--- config.mk ---
export PLATFORM = sky130hd
export DESIGN_NAME = hs_cmd_arb
export DESIGN_NICKNAME = d
export VERILOG_FILES = /design/src/rtl/hs_cmd_arb.sv
export SDC_FILE = /design/constraint.sdc
export NUM_CORES = 1
export LEC_CHECK = 0
export ABC_AREA = 1
export CORE_MARGIN = 10
export CORE_UTILIZATION = 39
export DETAILED_ROUTE_END_ITERATION = 7
export PLACE_DENSITY = 0.86
export SYNTH_ARGS = -nofsm -noshare
export SYNTH_HDL_FRONTEND = slang
export SYNTH_SLANG_ARGS = --single-unit
--- constraint.sdc ---
create_clock -name clk -period 4.9 [get_ports clk]
set_input_delay 1.225 -clock clk [delete_from_list [all_inputs] [get_ports clk]]
set_output_delay 1.225 -clock clk [all_outputs]
set_load 0.02 [all_outputs]
--- src/rtl/hs_cmd_arb.sv ---
// hs_cmd_arb: round-robin merge of NUM_REQ valid/ready command streams into one registered stage; HS_CMD_ARB_CNT_EN adds wr_cnt/rd_cnt.
module hs_cmd_arb #(
  parameter int DATA_WD = 4,
  parameter int ADDR_WD = 4,
  parameter int NUM_REQ = 4
) (
  input  logic                       clk,
  input  logic                       rstn,
  input  logic [NUM_REQ-1:0]         req_valid,
  input  logic [NUM_REQ-1:0]         req_cmd,
  input  logic [NUM_REQ*ADDR_WD-1:0] req_addr,
  input  logic [NUM_REQ*DATA_WD-1:0] req_data,
  output logic [NUM_REQ-1:0]         req_ready,
  output logic                       m_valid,
  output logic                       m_cmd,
  output logic [ADDR_WD-1:0]         m_addr,
  output logic [DATA_WD-1:0]         m_data,
`ifdef HS_CMD_ARB_CNT_EN
  output logic [15:0]                wr_cnt,
  output logic [15:0]                rd_cnt,
`endif
  input  logic                       m_ready
);
  localparam int PTR_WD = NUM_REQ > 1 ? $clog2(NUM_REQ) : 1;
  logic [PTR_WD-1:0]  rr_ptr, lo_idx, hi_idx, gidx, nxt_ptr;
  logic               hi_found, load, fire, sel_cmd;
  logic [ADDR_WD-1:0] sel_addr;
  logic [DATA_WD-1:0] sel_data;
  // hi_idx: first requester at/after rr_ptr; lo_idx: first overall (wrap case)
  always_comb begin
    lo_idx = '0;
    hi_idx = '0;
    hi_found = 1'b0;
    for (int i = NUM_REQ - 1; i >= 0; i--) begin
      if (req_valid[i]) lo_idx = PTR_WD'(i);
      if (req_valid[i] && i >= int'(rr_ptr)) begin
        hi_idx = PTR_WD'(i);
        hi_found = 1'b1;
      end
    end
    gidx = hi_found ? hi_idx : lo_idx;
    sel_cmd = 1'b0;
    sel_addr = '0;
    sel_data = '0;
    for (int i = 0; i < NUM_REQ; i++) begin
      if (gidx == PTR_WD'(i)) begin
        sel_cmd = req_cmd[i];
        sel_addr = req_addr[i*ADDR_WD +: ADDR_WD];
        sel_data = req_data[i*DATA_WD +: DATA_WD];
      end
    end
  end
  assign load      = ~m_valid | m_ready;
  assign fire      = rstn & load & (|req_valid);
  assign req_ready = fire ? NUM_REQ'(1) << gidx : '0;
  assign nxt_ptr   = gidx == PTR_WD'(NUM_REQ - 1) ? '0 : gidx + 1'b1;
  always_ff @(posedge clk or negedge rstn) begin
    if (!rstn) begin
      m_valid <= 1'b0;
      m_cmd   <= 1'b0;
      m_addr  <= '0;
      m_data  <= '0;
      rr_ptr  <= '0;
    end else if (load) begin
      m_valid <= fire;
      if (fire) begin
        m_cmd  <= sel_cmd;
        m_addr <= sel_addr;
        m_data <= sel_data;
        rr_ptr <= nxt_ptr;
      end
    end
  end
`ifdef HS_CMD_ARB_CNT_EN
  always_ff @(posedge clk or negedge rstn) begin
    if (!rstn) begin
      wr_cnt <= '0;
      rd_cnt <= '0;
    end else if (m_valid && m_ready) begin
      if (m_cmd && wr_cnt != 16'hFFFF) wr_cnt <= wr_cnt + 16'd1;
      if (!m_cmd && rd_cnt != 16'hFFFF) rd_cnt <= rd_cnt + 16'd1;
    end
  end
`endif
endmodule

; ---- Word-level counts from Yosys, hierarchy flattened
; Index checks and enable logic that the tools add are counted.
[op_classes]
n_shift = 1
n_addsub = 1
bitwise_logic = 4
multipliers = 0
mux = 26
eq_ne = 3
order_cmp = 3
div_mod_pow = 0
reduce_logical = 6
[ops]
columns = op, n
row1 = $mux W4, 9
row2 = $mux W2, 9
row3 = $mux W1, 8
row4 = $eq A2 B2 Y1 const B, 2
row5 = $ge A1 B2 Y1 const A, 2
row6 = $reduce_or A4 Y1, 1
row7 = $shl A1 B2 Y4 const A, 1
row8 = $logic_and A1 B1 Y1, 3
row9 = $add A2 B1 Y2 const B, 1
row10 = $and A1 B1 Y1, 2
row11 = $eq A2 B1 Y1 const B, 1
row12 = $ge A2 B2 Y1 const A, 1
row13 = $logic_not A2 Y1, 1
row14 = $reduce_and A2 Y1, 1
row15 = $not A1 Y1, 1
row16 = $or A1 B1 Y1, 1
[totals]
register_bits = 12
output_inout_bits = 14
n_memories = 0
ramBits = 0
latchBits = 0
elab_cells = 49
mem_bits_ro = 0

; ---- Longest topological paths before layout
; Gate-level depths: netlist (run 1).
[logic_depth]
word_depth = 11
ltp_mapped = 13

; ---- Least setup slack after synthesis (run 1)
; Ideal clock, no wire load.
[synth_path]
path_type = input to output
from = input req_valid[1]
to = output req_ready[2]
t_arrival_ps = 2494
n_path_buf = 1
required_ps = 3675
path_slack_ps = 1181
stages = 9
path_cell_list = inv_1 > nor2_1 > a21oi_1 > nand3_1 > nand2_1 > ha_1 > buf_4 > clkinv_1 > nor2_1
[synth_between]
elab_chain_len = 6
[synth_lines]
columns = element, line_no
row1 = "start, declared", 9  ; input logic [NUM_REQ-1:0] req_valid,
row2 = $logic_and A1 B1 Y1, 36  ; if (req_valid[i] && i >= int'(rr_ptr)) begin
row3 = $mux W2 / $mux W1 (equally long branches) (2 in a row), 36
row4 = $mux W2, 41  ; gidx = hi_found ? hi_idx : lo_idx;
row5 = $shl A1 B2 Y4, 55  ; assign req_ready = fire ? NUM_REQ'(1) << gidx : '0;
row6 = $mux W4 (*), 55
row7 = "end, declared", 13  ; output logic [NUM_REQ-1:0] req_ready,
; Mark *: on every way between the ends. The rest lies on a longest branch, timed or not.

; ---- Final worst setup path (run 1)
[layout_path]
from = input req_valid[1]
to = output req_ready[3]
; The elaborated chain is that of the path after synthesis.

==> flow_metrics.tcl, run 1 <==
set metrics [dict create \
    status "finished clean" \
    cts_made_buffers 3 \
    r2r-end "m_data[1]$_DFFE_PN0P_" \
    worst_pin_slew_ns 0.404 \
    hold_buffers 0 \
    clk_pin_slew_ns 0.10 \
    startpoint_type "input pin" \
    reg2regPathDepth 12 \
    via_count 1172 \
    critPathCapture "req_ready[3]" \
    die_h_um 68.8 \
    yosys.area.top_type "dfrtp_1" \
    cpMostUsedCell "inv_1" \
    cp_cell_sequence "clkdlybuf4s50_1, inv_1, nor2_1, nor2_1, a21oi_1, nand2_1, inv_1, ha_1, inv_1, nor2_8, clkdlybuf4s50_1" \
    netlist_top_cells_area "dfrtp_1 32%, nand2_1 19%, a21oi_1 11%" \
    cp_slowest_cell "clkdlybuf4s50_1" \
    max_cap_viol_count 0 \
    ys_ff_latch 12 \
    worstReg2RegStart "rr_ptr[1]$_DFFE_PN0P_" \
    p_comb_frac 0.631 \
    grt_usage 0.150 \
    dp_cells 223 \
    dieArea_sq_um 4730 \
    cp_max_fo 4 \
    rsz0062_at_grt "false" \
    netlist_area_sq_um 928 \
    synth_top_cell_area_share 0.323 \
    fin_total_pwr_mw 0.681 \
    post-cts-setup-buffer-count 0 \
    hold_viol 0 \
    start_util 0.416 \
    drive_gt1_frac 0.101 \
    achievable-frequency_mhz 211 \
    ios 57 \
    worstPathRequired_ns 3.67 \
    syn_inst 137 \
    post_cts_resized 0 \
    hpwlAfterDp_mm 2.86 \
    synthDistinctLibCells 20 \
    drc_errors 0 \
    slowest_delay_ns 0.63 \
    p_seq_frac 0.244 \
    fin_area_sq_um 1570 \
    clockBufferDepth 2 \
    fin_crit_ns 4.74 \
    syn_area_per_cell_sq_um 6.78 \
    clock-sinks 12 \
    drt_iter0_markers 34 \
    diodes 0 \
    power.density_nw_per_um2 435 \
    rows 17 \
    die_w_um 68.8 \
    grt_first_pass_wirelength_mm 5.42 \
    power.static_leakage_nw 0.732 \
    min_path_type "reg -> reg" \
    overflow 0 \
    post-route-period-util 0.967 \
    postPlaceCellArea_sq_um 1530 \
    holdWs_ns 0.507 \
    path_buf_inv 5 \
    drtPass1Iterations 4 \
    antenna_left 0 \
    vias_per_cell 5.16 \
    skew_ns 0.0157 \
    antenna_found_initial 0 \
    grt_max_degree 19 \
    p_sw_mw 0.306 \
    cts_root_buffer "clkbuf_4" \
    syn_nets 184 \
    layout.cells.non_filler 227 \
    ys_warn_count 0 \
    critical-path-top-delay-family "buffers and inverters" \
    p_int_mw 0.375 \
    final_max_slew_viol_count 0 \
    cp-end-kind "output pin" \
    fill_cells 179 \
    r2r_slack_ns 2.58 \
    critPathLaunch "req_valid[1]" \
    grt_pass1_vias 1202 \
    clockPowerShare 0.125 \
    power_switching_share 0.449 \
    critical_path_arrival_ns 3.51 \
    peakVddDrop_mv 0.259 \
    relSlewSlack 0.730 \
    cts_tree "done" \
    crit_cells 11 \
    io_buffers 56 \
    tns_ns 0 \
    finalSetupViolCount 0 \
    routedWlPerCell_um 15.6 \
    nets 247 \
    area_delta_synth_final_pct 68.6 \
    synth-seq-area-share 0.323 \
    path_class "in -> out" \
    place_congestion 0.742 \
    wirelength_mm 3.55 \
    clock_latency_ns 0.29 \
    htree_num_levels 1 \
    core-area_sq_um 2230 \
]
-- per-stage QoR --
step / setup WS (ns) / util
5_1_grt: 0.0672 / 0.701
3_5_place_dp: 0.186 / 0.685
6_report: 0.161 / 0.701
4_1_cts: 0.173 / 0.701
3_3_place_gp: 0.334 / 0.685
2_1_floorplan: 1.18 / -
-- Yosys cell counts --
| master | number |
|---|---|
| a21oi_1 | 21 |
| buf_12 | 1 |
| buf_2 | 1 |
| buf_4 | 1 |
| clkinv_1 | 1 |
| dfrtp_1 | 12 |
| ha_1 | 4 |
| inv_1 | 11 |
| inv_2 | 1 |
| nand2_1 | 48 |
| nand2_4 | 1 |
| nand3_1 | 7 |
| nand3_2 | 4 |
| nor2_1 | 16 |
| nor2_2 | 3 |
| nor2_4 | 1 |
| nor2_8 | 1 |
| nor3_1 | 1 |
| o21ai_0 | 1 |
| o21ai_1 | 1 |
-- area by class of cell --
class / count / area [sq um] / area share
Clock buffer: 4 / 36.3 / 0.0232
Inverter: 13 / 48.8 / 0.0312
Multi-Input combinational cell: 109 / 547 / 0.349
Sequential cell: 12 / 300 / 0.192
Tap cell: 28 / 35.0 / 0.0224
Timing Repair Buffer: 61 / 598 / 0.382
-- routing by layer --
layer,share of wire,vias up,GRT usage
met5,0,-,0
met4,0.0082,0,0.0369
met3,0.088,6,0.0612
met2,0.55,42,0.289
met1,0.36,562,0.143
li1,-,562,-
-- worst min path at each step --
stage                                  to             startpoint  slack [ns]  cells after the start
floorplan           rr_ptr[0]$_DFFE_PN0P_  rr_ptr[0]$_DFFE_PN0P_        0.47                      2
global placement    m_data[1]$_DFFE_PN0P_  m_data[1]$_DFFE_PN0P_        0.48                      2
detailed placement      m_cmd$_DFFE_PN0P_      m_cmd$_DFFE_PN0P_        0.48                      2
CTS                 m_addr[0]$_DFFE_PN0P_  m_addr[0]$_DFFE_PN0P_        0.51                      2
global route        m_data[2]$_DFFE_PN0P_  m_data[2]$_DFFE_PN0P_        0.53                      2
finish              m_addr[0]$_DFFE_PN0P_  m_addr[0]$_DFFE_PN0P_        0.51                      2
-- worst reg2reg max path, cell delays in order (launching register included) --
cell and delay, ns:
dfrtp_1 0.42, nor2_1 0.10, a21oi_1 0.23, nand3_1 0.12, nand2_1 0.15, inv_1 0.08, ha_1 0.22, buf_4 0.18
nor2_2 0.35, nand2_1 0.09, a21oi_1 0.17, nand2_1 0.08, nand3_1 0.08
-- logic make-up after synthesis --
group | count (synthesis) | synth area share
AND/OR/NAND/NOR | 82 | 0.411
AO/OA/AOI/OAI | 23 | 0.124
buffers and inverters | 16 | 0.0876
flip-flops | 12 | 0.323
adder cells (fa/ha/maj) | 4 | 0.0539
-- power groups by stage --
stage	Combinational, mW	Clock (mW)	Sequential (mW)
final	0.430	0.0852	0.166
after global routing	0.472	0.0924	0.171
after CTS	0.430	0.0848	0.166
after detailed placement	0.426	0	0.166
after global placement	0.408	0	0.164
after floorplan	0.209	0	0.204
-- layout by cell type (no fill, tap or decap), types with 3 or more instances in the layout --
| master | netlist | layout |
|---|---|---|
| a21oi_1 | 21 | 21 |
| buf_4 | 1 | 5 |
| clkbuf_4 | 0 | 3 |
| clkdlybuf4s50_1 | 0 | 56 |
| dfrtp_1 | 12 | 12 |
| ha_1 | 4 | 4 |
| inv_1 | 11 | 11 |
| nand2_1 | 48 | 48 |
| nand3_1 | 7 | 7 |
| nand3_2 | 4 | 4 |
| nor2_1 | 16 | 16 |
| nor2_2 | 3 | 3 |
-- state kept, by name, indices dropped and copies added, names as in the netlist --
register / flops
m_addr: 4
m_cmd: 1
m_data: 4
m_valid: 1
rr_ptr: 2
(Power assumes the default switching activity.)
==> inputs of run 2 (changes only) <==
Settings changed: TNS_END_PERCENT from default to 100.
==> results of run 2 <==
Same layout as run 1: the final DEF is identical, and so are final timing and power.
